`src/rtl/mem_port_arbiter_pkg.sv`:
```
// Shared definitions for the instruction/data memory port arbiter:
// FSM encoding, requester ids and the round-robin pick helper.
package mem_port_arbiter_pkg;

    typedef enum logic [1:0] {
        StIdle   = 2'b00,
        StGrantI = 2'b01,
        StGrantD = 2'b10,
        StDone   = 2'b11
    } arb_state_e;

    localparam logic PortI = 1'b0;
    localparam logic PortD = 1'b1;

    localparam int unsigned WaitCntWidth = 8;

    // Winner among the active requesters; a tie goes to the port that did not win last.
    function automatic logic pick_port(
        input logic ireq,
        input logic dreq,
        input logic last_grant
    );
        logic port;
        if (ireq && dreq) begin
            port = ~last_grant;
        end else if (dreq) begin
            port = PortD;
        end else begin
            port = PortI;
        end
        return port;
    endfunction

endpackage

```
`src/rtl/mem_port_arbiter_wait_timer.sv`:
```
// Memory wait-cycle watchdog: 8-bit counter that flags expiry once it has
// counted MaxWait unacknowledged cycles.
module wait_timer
    import mem_port_arbiter_pkg::*;
#(
    parameter int unsigned MaxWait = 15
) (
    input  logic i_clk,
    input  logic i_reset,
    input  logic i_clear,
    input  logic i_enable,
    output logic o_expire
);

    localparam logic [WaitCntWidth-1:0] Limit = WaitCntWidth'(MaxWait);

    logic [WaitCntWidth-1:0] r_count;

    always_ff @(posedge i_clk) begin
        if (i_reset) begin
            r_count <= '0;
        end else if (i_clear) begin
            r_count <= '0;
        end else if (i_enable) begin
            r_count <= r_count + 1'b1;
        end
    end

    assign o_expire = (r_count == Limit);

endmodule

```
`src/rtl/mem_port_arbiter.sv`:
```
// Round-robin arbiter sharing one memory port between a 16-bit read-only
// instruction fetch path and an 8-bit read/write data path.
module mem_port_arbiter
    import mem_port_arbiter_pkg::*;
#(
    parameter int unsigned AddrSize  = 8,
    parameter int unsigned IRamWidth = 16,
    parameter int unsigned DRamWidth = 8,
    parameter int unsigned MaxWait   = 15,
    parameter logic [7:0]  DummyVal  = 8'b11111111
) (
    input  logic                 i_clk,
    input  logic                 i_reset,

    input  logic                 i_ireq,
    input  logic [AddrSize-1:0]  i_iaddr,
    output logic [IRamWidth-1:0] o_idata,
    output logic                 o_iready,

    input  logic                 i_dreq,
    input  logic                 i_dwrite,
    input  logic [AddrSize-1:0]  i_daddr,
    input  logic [DRamWidth-1:0] i_ddata_in,
    output logic [DRamWidth-1:0] o_ddata_out,
    output logic                 o_dready,

    output logic                 o_mem_req,
    output logic                 o_mem_write,
    output logic [AddrSize-1:0]  o_mem_addr,
    output logic [IRamWidth-1:0] o_mem_wdata,
    input  logic [IRamWidth-1:0] i_mem_rdata,
    input  logic                 i_mem_ack,

    output logic                 o_timeout,
    output logic                 o_owner
);

    localparam logic [IRamWidth-1:0] IDummy = IRamWidth'({DummyVal, DummyVal});
    localparam logic [DRamWidth-1:0] DDummy = DRamWidth'(DummyVal);

    arb_state_e           r_state;
    logic                 r_last_grant;
    logic                 r_owner;
    logic                 r_dwrite;
    logic [AddrSize-1:0]  r_addr;
    logic [IRamWidth-1:0] r_wdata;
    logic                 r_mem_req;
    logic                 r_mem_write;
    logic [IRamWidth-1:0] r_idata;
    logic [DRamWidth-1:0] r_ddata_out;
    logic                 r_iready;
    logic                 r_dready;
    logic                 r_timeout;

    logic w_grant;
    logic w_in_grant;
    logic w_expire;
    logic w_timer_clear;
    logic w_timer_enable;

    assign w_grant        = pick_port(i_ireq, i_dreq, r_last_grant);
    assign w_in_grant     = (r_state == StGrantI) || (r_state == StGrantD);
    assign w_timer_clear  = (r_state == StIdle);
    assign w_timer_enable = w_in_grant && !i_mem_ack && !w_expire;

    wait_timer #(
        .MaxWait (MaxWait)
    ) u_wait_timer (
        .i_clk    (i_clk),
        .i_reset  (i_reset),
        .i_clear  (w_timer_clear),
        .i_enable (w_timer_enable),
        .o_expire (w_expire)
    );

    always_ff @(posedge i_clk) begin
        if (i_reset) begin
            r_state      <= StIdle;
            r_last_grant <= PortD;
            r_owner      <= PortI;
            r_dwrite     <= 1'b0;
            r_addr       <= '0;
            r_wdata      <= '0;
            r_mem_req    <= 1'b0;
            r_mem_write  <= 1'b0;
            r_idata      <= '0;
            r_ddata_out  <= '0;
            r_iready     <= 1'b0;
            r_dready     <= 1'b0;
            r_timeout    <= 1'b0;
        end else begin
            r_iready  <= 1'b0;
            r_dready  <= 1'b0;
            r_timeout <= 1'b0;

            unique case (r_state)
                StIdle: begin
                    if (i_ireq || i_dreq) begin
                        r_last_grant <= w_grant;
                        r_owner      <= w_grant;
                        r_mem_req    <= 1'b1;
                        if (w_grant == PortI) begin
                            r_state     <= StGrantI;
                            r_addr      <= i_iaddr;
                            r_mem_write <= 1'b0;
                        end else begin
                            r_state     <= StGrantD;
                            r_addr      <= i_daddr;
                            r_dwrite    <= i_dwrite;
                            r_mem_write <= i_dwrite;
                            r_wdata     <= IRamWidth'(i_ddata_in);
                        end
                    end
                end

                StGrantI, StGrantD: begin
                    // Ack takes precedence over the watchdog when both land together.
                    if (i_mem_ack || w_expire) begin
                        r_state     <= StDone;
                        r_mem_req   <= 1'b0;
                        r_mem_write <= 1'b0;
                        r_timeout   <= !i_mem_ack;
                        if (r_state == StGrantI) begin
                            r_iready <= 1'b1;
                            r_idata  <= i_mem_ack ? i_mem_rdata : IDummy;
                        end else begin
                            r_dready <= 1'b1;
                            if (!r_dwrite) begin
                                r_ddata_out <= i_mem_ack ? i_mem_rdata[DRamWidth-1:0] : DDummy;
                            end
                        end
                    end
                end

                StDone: begin
                    r_state <= StIdle;
                end

                default: begin
                    r_state <= StIdle;
                end
            endcase
        end
    end

    assign o_idata     = r_idata;
    assign o_iready    = r_iready;
    assign o_ddata_out = r_ddata_out;
    assign o_dready    = r_dready;
    assign o_mem_req   = r_mem_req;
    assign o_mem_write = r_mem_write;
    assign o_mem_addr  = r_addr;
    assign o_mem_wdata = r_wdata;
    assign o_timeout   = r_timeout;
    assign o_owner     = r_owner;

endmodule

```
`config.mk`:
```
export PLATFORM = sky130hd
export DESIGN_NAME = mem_port_arbiter
export DESIGN_NICKNAME = d
export VERILOG_FILES = /design/src/rtl/mem_port_arbiter_pkg.sv /design/src/rtl/mem_port_arbiter_wait_timer.sv /design/src/rtl/mem_port_arbiter.sv
export SDC_FILE = /design/constraint.sdc
export NUM_CORES = 1
export LEC_CHECK = 0
export BUFFER_PORTS_ARGS = -buffer_cell sky130_fd_sc_hd__clkbuf_2
export CAP_MARGIN = 20
export CORE_MARGIN = 2
export CORE_UTILIZATION = 40
export CTS_CLUSTER_SIZE = 10
export DETAILED_ROUTE_END_ITERATION = 6
export PLACE_DENSITY_LB_ADDON = 0.12
export SKIP_CTS_REPAIR_TIMING = 1
export SYNTH_ARGS = -nofsm -noshare
export SYNTH_HDL_FRONTEND = slang
export SYNTH_HIERARCHICAL = 1
export SYNTH_SLANG_ARGS = --single-unit
```
`constraint.sdc`:
```
create_clock -name i_clk -period 2.6 [get_ports i_clk]
set_input_delay 0.65 -clock i_clk [delete_from_list [all_inputs] [get_ports i_clk]]
set_output_delay 0.65 -clock i_clk [all_outputs]
set_load 0.005 [all_outputs]
```
# Word-level counts from Yosys, hierarchy flattened
# Index checks and enable logic that the tools add are counted.
# classes
n_addsub	1
mul	0
div_mod_pow	0
n_lt_le_gt_ge	0
n_eq_ne	6
shift	0
mux	17
bitwise_logic	5
reduce_logical	19
# op_table
op	n
16-bit 2-to-1 mux	1
8-bit 2-to-1 mux	2
3-bit AND reduction	3
8-bit by 1-bit adder with 8-bit output, second input constant	1
8-bit by 4-bit == test with 1-bit output, second input constant	1
1-bit 2-to-1 mux	8
2-bit 2-to-1 mux	3
2-bit case mux with 3 select lines	1
1-bit inverter	5
2-bit == test, second input constant	2
2-bit inequality test, second input constant	2
1-bit case mux with 2 select lines	2
2-bit AND reduction	2
4-bit AND reduction	1
2-bit OR reduction	2
1-bit logical AND	3
1-bit logical OR	3
3-bit OR reduction	1
2-bit by 1-bit == test with 1-bit output, second input constant	1
1-bit logical NOT	2
2-bit logical NOT	1
2-bit nonzero test	1
# totals
reg_bits	58
latchBits	0
ram_bits	0
romBits	0
input_bits	46
out_inout_bits	54
word_cells	62
n_memories	0

# Logic depth before layout (Yosys ltp)
# logic_depth
ltp_word	5
depth_mapped	8
depth_no_buf	7

# Hierarchy
# The synthesis kept the hierarchy.
# by_module_without_submodules
module	instances	cells_each	area_per_inst_um2	seq_area_each_um2
mem_port_arbiter	1	241	2125.8	1001.0
wait_timer	1	40	357.8	160.2

# Least setup slack after synthesis
# Ideal clock, no wire load.
# synth_path
path_type	flip-flop to flip-flop
startpoint	reg u_wait_timer.r_count[0]
endpoint	reg r_ddata_out[2], in the netlist o_ddata_out[2]
setup_time_ps	142
arrival_ps	1844
t_required_ps	2458
setup_slack_ps	614
stages_incl_launch_ff	7
n_path_buf	0
period_less_slack_ps	1986
path_cell_list	dfxtp_1 > ha_1 > nand4b_1 > nor4_1 > o21ai_1 > nor3_2 > a311oi_1
# synth_via
elab_chain_len	3
# synth_lines
element	line	source
start: declaration	mem_port_arbiter_wait_timer.sv:17	logic [WaitCntWidth-1:0] r_count;
start signal: assignment	mem_port_arbiter_wait_timer.sv:25	r_count <= r_count + 1'b1;
8-bit by 4-bit == test with 1-bit output	mem_port_arbiter_wait_timer.sv:29	assign o_expire = (r_count == Limit);
net w_expire	mem_port_arbiter.sv:57	logic w_expire;
1-bit logical OR	mem_port_arbiter.sv:118	if (i_mem_ack || w_expire) begin
4-bit AND reduction (no source line)	n/a	
end signal: assignment	mem_port_arbiter.sv:129	r_ddata_out <= i_mem_ack ? i_mem_rdata[DRamWidth-1:0] : DDummy;
end: declaration	mem_port_arbiter.sv:50	logic [DRamWidth-1:0] r_ddata_out;
# The timed path passes the listed nets, and every way through them passes these cells.
# A chain may end at the register's enable or synchronous reset.

# Worst setup path in the final report
# layout_path
startpoint	reg r_state[0]
endpoint	reg u_wait_timer.r_count[7]
# layout_via
elab_chain_len	4
elab_cells_between_ends	7
classes_between	eq/ne: 2; reduce/logical: 5
# layout_lines
element	line	source
start: declaration	mem_port_arbiter.sv:41	arb_state_e r_state;
start signal: assignment	mem_port_arbiter.sv:78	r_state <= StIdle;
start signal: assignment	mem_port_arbiter.sv:103	r_state <= StGrantI;
start signal: assignment	mem_port_arbiter.sv:107	r_state <= StGrantD;
2-bit by 1-bit == test with 1-bit output / 2-bit == test (equally long branches)	mem_port_arbiter.sv:62	assign w_in_grant = (r_state == StGrantI) || (r_state == StGrantD);
1-bit logical OR (*)	mem_port_arbiter.sv:62	
1-bit logical AND (*) (2 in a row)	mem_port_arbiter.sv:64	assign w_timer_enable = w_in_grant && !i_mem_ack && !w_expire;
net w_timer_enable	mem_port_arbiter.sv:59	logic w_timer_enable;
# The timed path passes the listed nets; every way through them passes the cells marked *.

==> run_summary.xml <==
<?xml version="1.0" encoding="UTF-8"?>
<metrics>
  <group name="clock_tree">
    <metric name="tritoncts_clock_tree" unit="">yes</metric>
    <metric name="clkLatencyLatePin" unit="ns">0.33</metric>
    <metric name="numClockSinks" unit="">58</metric>
    <metric name="cts_buffers" unit="">9</metric>
    <metric name="clkSlewWorstSetupHoldPaths" unit="ns">0.06</metric>
    <metric name="ctsHtreeMaxLevel" unit="">3</metric>
    <metric name="cts_root_buf" unit="">sky130_fd_sc_hd__clkbuf_8</metric>
    <metric name="clock_tree.buffer_depth" unit="">2</metric>
  </group>
  <group name="yosys">
    <metric name="number_of_synthesized_register_bits" unit="">58</metric>
    <metric name="synthFlopType" unit="">sky130_fd_sc_hd__dfxtp_1</metric>
    <metric name="synth-edff-count" unit="">0</metric>
    <metric name="share_of_synthesized_registers_carrying_an_async_set_or_reset" unit="%">0</metric>
    <metric name="sequential_share_of_the_synthesized_area" unit="%">46.8</metric>
    <metric name="yosys_warnings" unit="">6</metric>
    <metric name="synthCells" unit="">281</metric>
    <metric name="mappedNetlistArea" unit="µm²">2480</metric>
    <metric name="syn_area_per_cell" unit="µm²">8.84</metric>
    <metric name="yosysUniqueCellTypes" unit="">39</metric>
  </group>
  <group name="global_routing">
    <metric name="grt_antenna_before_repair" unit="">0</metric>
    <metric name="busiest_layer" unit="">met2</metric>
    <metric name="grt_max_degree" unit="">40</metric>
    <metric name="grt_pass1_vias" unit="">2076</metric>
    <metric name="gr-usage-met1" unit="%">21.8</metric>
    <metric name="grt_usage" unit="%">18.1</metric>
    <metric name="met2_demand_to_capacity_share_in_global_routing" unit="%">29.4</metric>
    <metric name="global_route.usage.met3" unit="%">5.74</metric>
    <metric name="total_gr_overflow" unit="">0</metric>
    <metric name="grt_pass1_wl" unit="mm">9.38</metric>
  </group>
  <group name="sta">
    <metric name="remaining_max_slew_budget_at_the_tightest_pin" unit="%">51.4</metric>
    <metric name="fmax" unit="MHz">442</metric>
    <metric name="rsz_0062_raised_after_global_routing" unit="">false</metric>
    <metric name="timing.final.crit_period" unit="ns">2.26</metric>
    <metric name="holdWs" unit="ns">0.477</metric>
    <metric name="setup_viol" unit="">0</metric>
    <metric name="skew" unit="ns">0.00398</metric>
    <metric name="finalCritPeriodShare" unit="%">86.9</metric>
    <metric name="setup_tns" unit="ns">0</metric>
    <metric name="timing_hold_violations_final" unit="">0</metric>
    <metric name="timing_worst_slew_pin_value" unit="ns">0.724</metric>
    <metric name="finalMaxSlewViolations" unit="">0</metric>
  </group>
  <group name="placement">
    <metric name="dpl_cell_area" unit="µm²">2930</metric>
    <metric name="port-buffer-count" unit="">91</metric>
    <metric name="globalplace.congestion" unit="">0.799</metric>
    <metric name="detailed_place_hpwl" unit="mm">4.15</metric>
  </group>
  <group name="finish">
    <metric name="nets" unit="">418</metric>
    <metric name="fillers" unit="">583</metric>
    <metric name="areaGrowthSynthToFinish" unit="%">25.9</metric>
    <metric name="layout.cells.most_common_list" unit="">sky130_fd_sc_hd__clkbuf_2, sky130_fd_sc_hd__dfxtp_1, sky130_fd_sc_hd__a21oi_1, sky130_fd_sc_hd__nor2_1, sky130_fd_sc_hd__a311oi_1</metric>
    <metric name="layout-drive-gt1-share" unit="%">31.1</metric>
    <metric name="final_design_area_no_fill" unit="µm²">3130</metric>
    <metric name="most_common_library_cell_in_the_layout_ignoring_fill_and_taps" unit="">sky130_fd_sc_hd__clkbuf_2</metric>
    <metric name="antennaDiodeCount" unit="">0</metric>
  </group>
  <group name="power_and_ir_drop">
    <metric name="totalPowerFinal" unit="mW">3.04</metric>
    <metric name="switchingPower" unit="mW">1.03</metric>
    <metric name="peakVddDrop" unit="mV">0.497</metric>
    <metric name="share_seq_of_total_power" unit="%">38.9</metric>
    <metric name="pwr-share-clk" unit="%">27.3</metric>
    <metric name="internal_power" unit="mW">2.01</metric>
    <metric name="netSwitchingFraction" unit="%">34.0</metric>
    <metric name="leakagePower" unit="nW">1.40</metric>
    <metric name="power_per_cell_area" unit="nW/µm²">972</metric>
    <metric name="power.combinational.fraction" unit="%">33.8</metric>
  </group>
  <group name="worst_setup_path">
    <metric name="cpLargestDelayFamily" unit="">simple AND/OR/NAND/NOR gates</metric>
    <metric name="critPathMaxStageDelay" unit="ns">0.52</metric>
    <metric name="path_cells" unit="">inv_1 &gt; ha_1 &gt; nor3b_2 &gt; nand4_2 &gt; or3_1 &gt; a21oi_1</metric>
    <metric name="critPathBufInv" unit="">1</metric>
    <metric name="worst-setup-path-type" unit="">reg2reg</metric>
    <metric name="crit_slowest_cell" unit="">sky130_fd_sc_hd__nor3b_2</metric>
    <metric name="required" unit="ns">2.86</metric>
    <metric name="timing.critical_path.from_type" unit="">register</metric>
    <metric name="crit_path_end_kind" unit="">register</metric>
    <metric name="critical_path_arrival" unit="ns">2.52</metric>
    <metric name="worst_reg2reg_startpoint" unit="">r_state[0]</metric>
    <metric name="crit_fanout" unit="">10</metric>
    <metric name="crit_path_start" unit="">r_state[0]</metric>
  </group>
  <group name="run">
    <metric name="maxCapViolCount" unit="">0</metric>
  </group>
  <group name="detailed_routing">
    <metric name="first_pass_iters" unit="">4</metric>
    <metric name="ant_nets" unit="">0</metric>
    <metric name="drt-initial-drc-count" unit="">98</metric>
    <metric name="via_per_inst" unit="">5.14</metric>
    <metric name="vias" unit="">2303</metric>
    <metric name="route.detailed.wl_per_inst" unit="µm">13.4</metric>
    <metric name="drt_drc_violations_left" unit="">0</metric>
    <metric name="wirelength" unit="mm">6.02</metric>
  </group>
  <group name="floorplan">
    <metric name="die_x" unit="µm">82.8</metric>
    <metric name="placeable_core_area" unit="µm²">5960</metric>
    <metric name="fp.dieArea" unit="µm²">6860</metric>
    <metric name="die-height" unit="µm">82.8</metric>
    <metric name="ios" unit="">100</metric>
    <metric name="initial_core_util" unit="%">41.7</metric>
    <metric name="floorplan.rows" unit="">28</metric>
  </group>
  <group name="worst_hold_path">
    <metric name="min_from" unit="">o_mem_wdata[0]</metric>
    <metric name="hold_path.class" unit="">reg2reg</metric>
  </group>
  <group name="run_status">
    <metric name="run_status" unit="">completed</metric>
  </group>
</metrics>
==> registers in the layout (all words and copies together), names as in the netlist <==
name / cells
r_state: 2
o_owner: 1
o_dready: 1
o_iready: 1
o_mem_addr: 8
o_mem_wdata: 8
r_dwrite: 1
r_last_grant: 1
o_mem_write: 1
o_timeout: 1
o_ddata_out: 8
u_wait_timer/r_count: 8
o_idata: 16
o_mem_req: 1
==> power groups by stage <==
stage          Sequential (mW)  Combinational (mW)  Clock (mW)
2_1_floorplan             1.20               0.690           0
3_3_place_gp              1.20                1.02           0
3_5_place_dp              1.20                1.03           0
4_1_cts                   1.18                1.04       0.850
5_1_grt                   1.21                1.16       0.896
6_report                  1.18                1.03       0.829
==> per-layer routing <==
layer,vias to the layer above,share of wire (%)
met5,-,0
met4,0,1.2
met3,6,7.0
met2,72,48
met1,1058,44
li1,1167,-
==> area by class of cell <==
cell class	instances	area [µm²]	area share (%)
inverters	22	82.6	2.64
clock buffers	14	163	5.20
multi-input cells	181	1100	35.1
repair buffers	96	493	15.8
clock inverters	2	35.0	1.12
flip-flops and latches	58	1160	37.1
well taps	75	93.8	3.00
==> path summary, 6_finish.rpt <==
path	to	slack, ns	depth (start not counted)
setup / recovery	u_wait_timer/r_count[7]	0.34	6
hold / removal	o_mem_wdata[0]	0.48	2
setup reg to reg	u_wait_timer/r_count[7]	0.34	6
hold reg to reg	o_mem_wdata[0]	0.48	2
==> cell families after synthesis <==
| logic type | count (synthesis) | share of synthesized area, % |
|---|---|---|
| DFF | 58 | 46.8 |
| xor gates and xnor gates | 4 | 1.41 |
| AOI/OAI and AO/OA | 98 | 25.6 |
| buffers and inverters | 49 | 10.1 |
| other | 1 | 0.151 |
| adders and majority gates | 4 | 2.02 |
| and+or+nand+nor | 65 | 13.1 |
| muxes | 2 | 0.806 |
==> metrics by stage <==
| stage | cells | worst slack, ns | utilization, % |
|---|---|---|---|
| 2_1_floorplan | 288 | 0.614 | - |
| 3_3_place_gp | 432 | 0.515 | 49.2 |
| 3_5_place_dp | 432 | 0.374 | 49.2 |
| 4_1_cts | 448 | 0.345 | 52.5 |
| 5_1_grt | 448 | 0.159 | 52.5 |
| 6_report | 448 | 0.340 | 52.5 |
==> worst min-delay path, cell delays in order, from the launching register on <==
cell                      delay, ns
sky130_fd_sc_hd__dfxtp_1       0.31
sky130_fd_sc_hd__o21ai_0       0.06
sky130_fd_sc_hd__a21oi_1       0.06
==> Yosys cell counts, types with 2 or more instances <==
master,instances,area [µm²]
sky130_fd_sc_hd__ha_1,4,50.1
sky130_fd_sc_hd__dfxtp_1,58,1160
sky130_fd_sc_hd__nor2_1,26,97.6
sky130_fd_sc_hd__o21ai_1,2,10.0
sky130_fd_sc_hd__buf_6,3,33.8
sky130_fd_sc_hd__buf_4,10,75.1
sky130_fd_sc_hd__nand3_1,11,55.1
sky130_fd_sc_hd__o21a_1,3,22.5
sky130_fd_sc_hd__buf_2,5,25.0
sky130_fd_sc_hd__nand2_1,11,41.3
sky130_fd_sc_hd__mux2i_1,2,20.0
sky130_fd_sc_hd__nor3b_2,2,25.0
sky130_fd_sc_hd__a311oi_1,24,210
sky130_fd_sc_hd__inv_1,21,78.8
sky130_fd_sc_hd__or3_1,3,18.8
sky130_fd_sc_hd__xor2_1,3,26.3
sky130_fd_sc_hd__nor3_1,2,10.0
sky130_fd_sc_hd__o21ai_0,23,115
sky130_fd_sc_hd__a21oi_1,31,155
sky130_fd_sc_hd__nand4_1,3,18.8
sky130_fd_sc_hd__a31oi_1,8,50.1
sky130_fd_sc_hd__clkbuf_1,9,33.8
No activity file was read; power rests on OpenSTA's default activity.
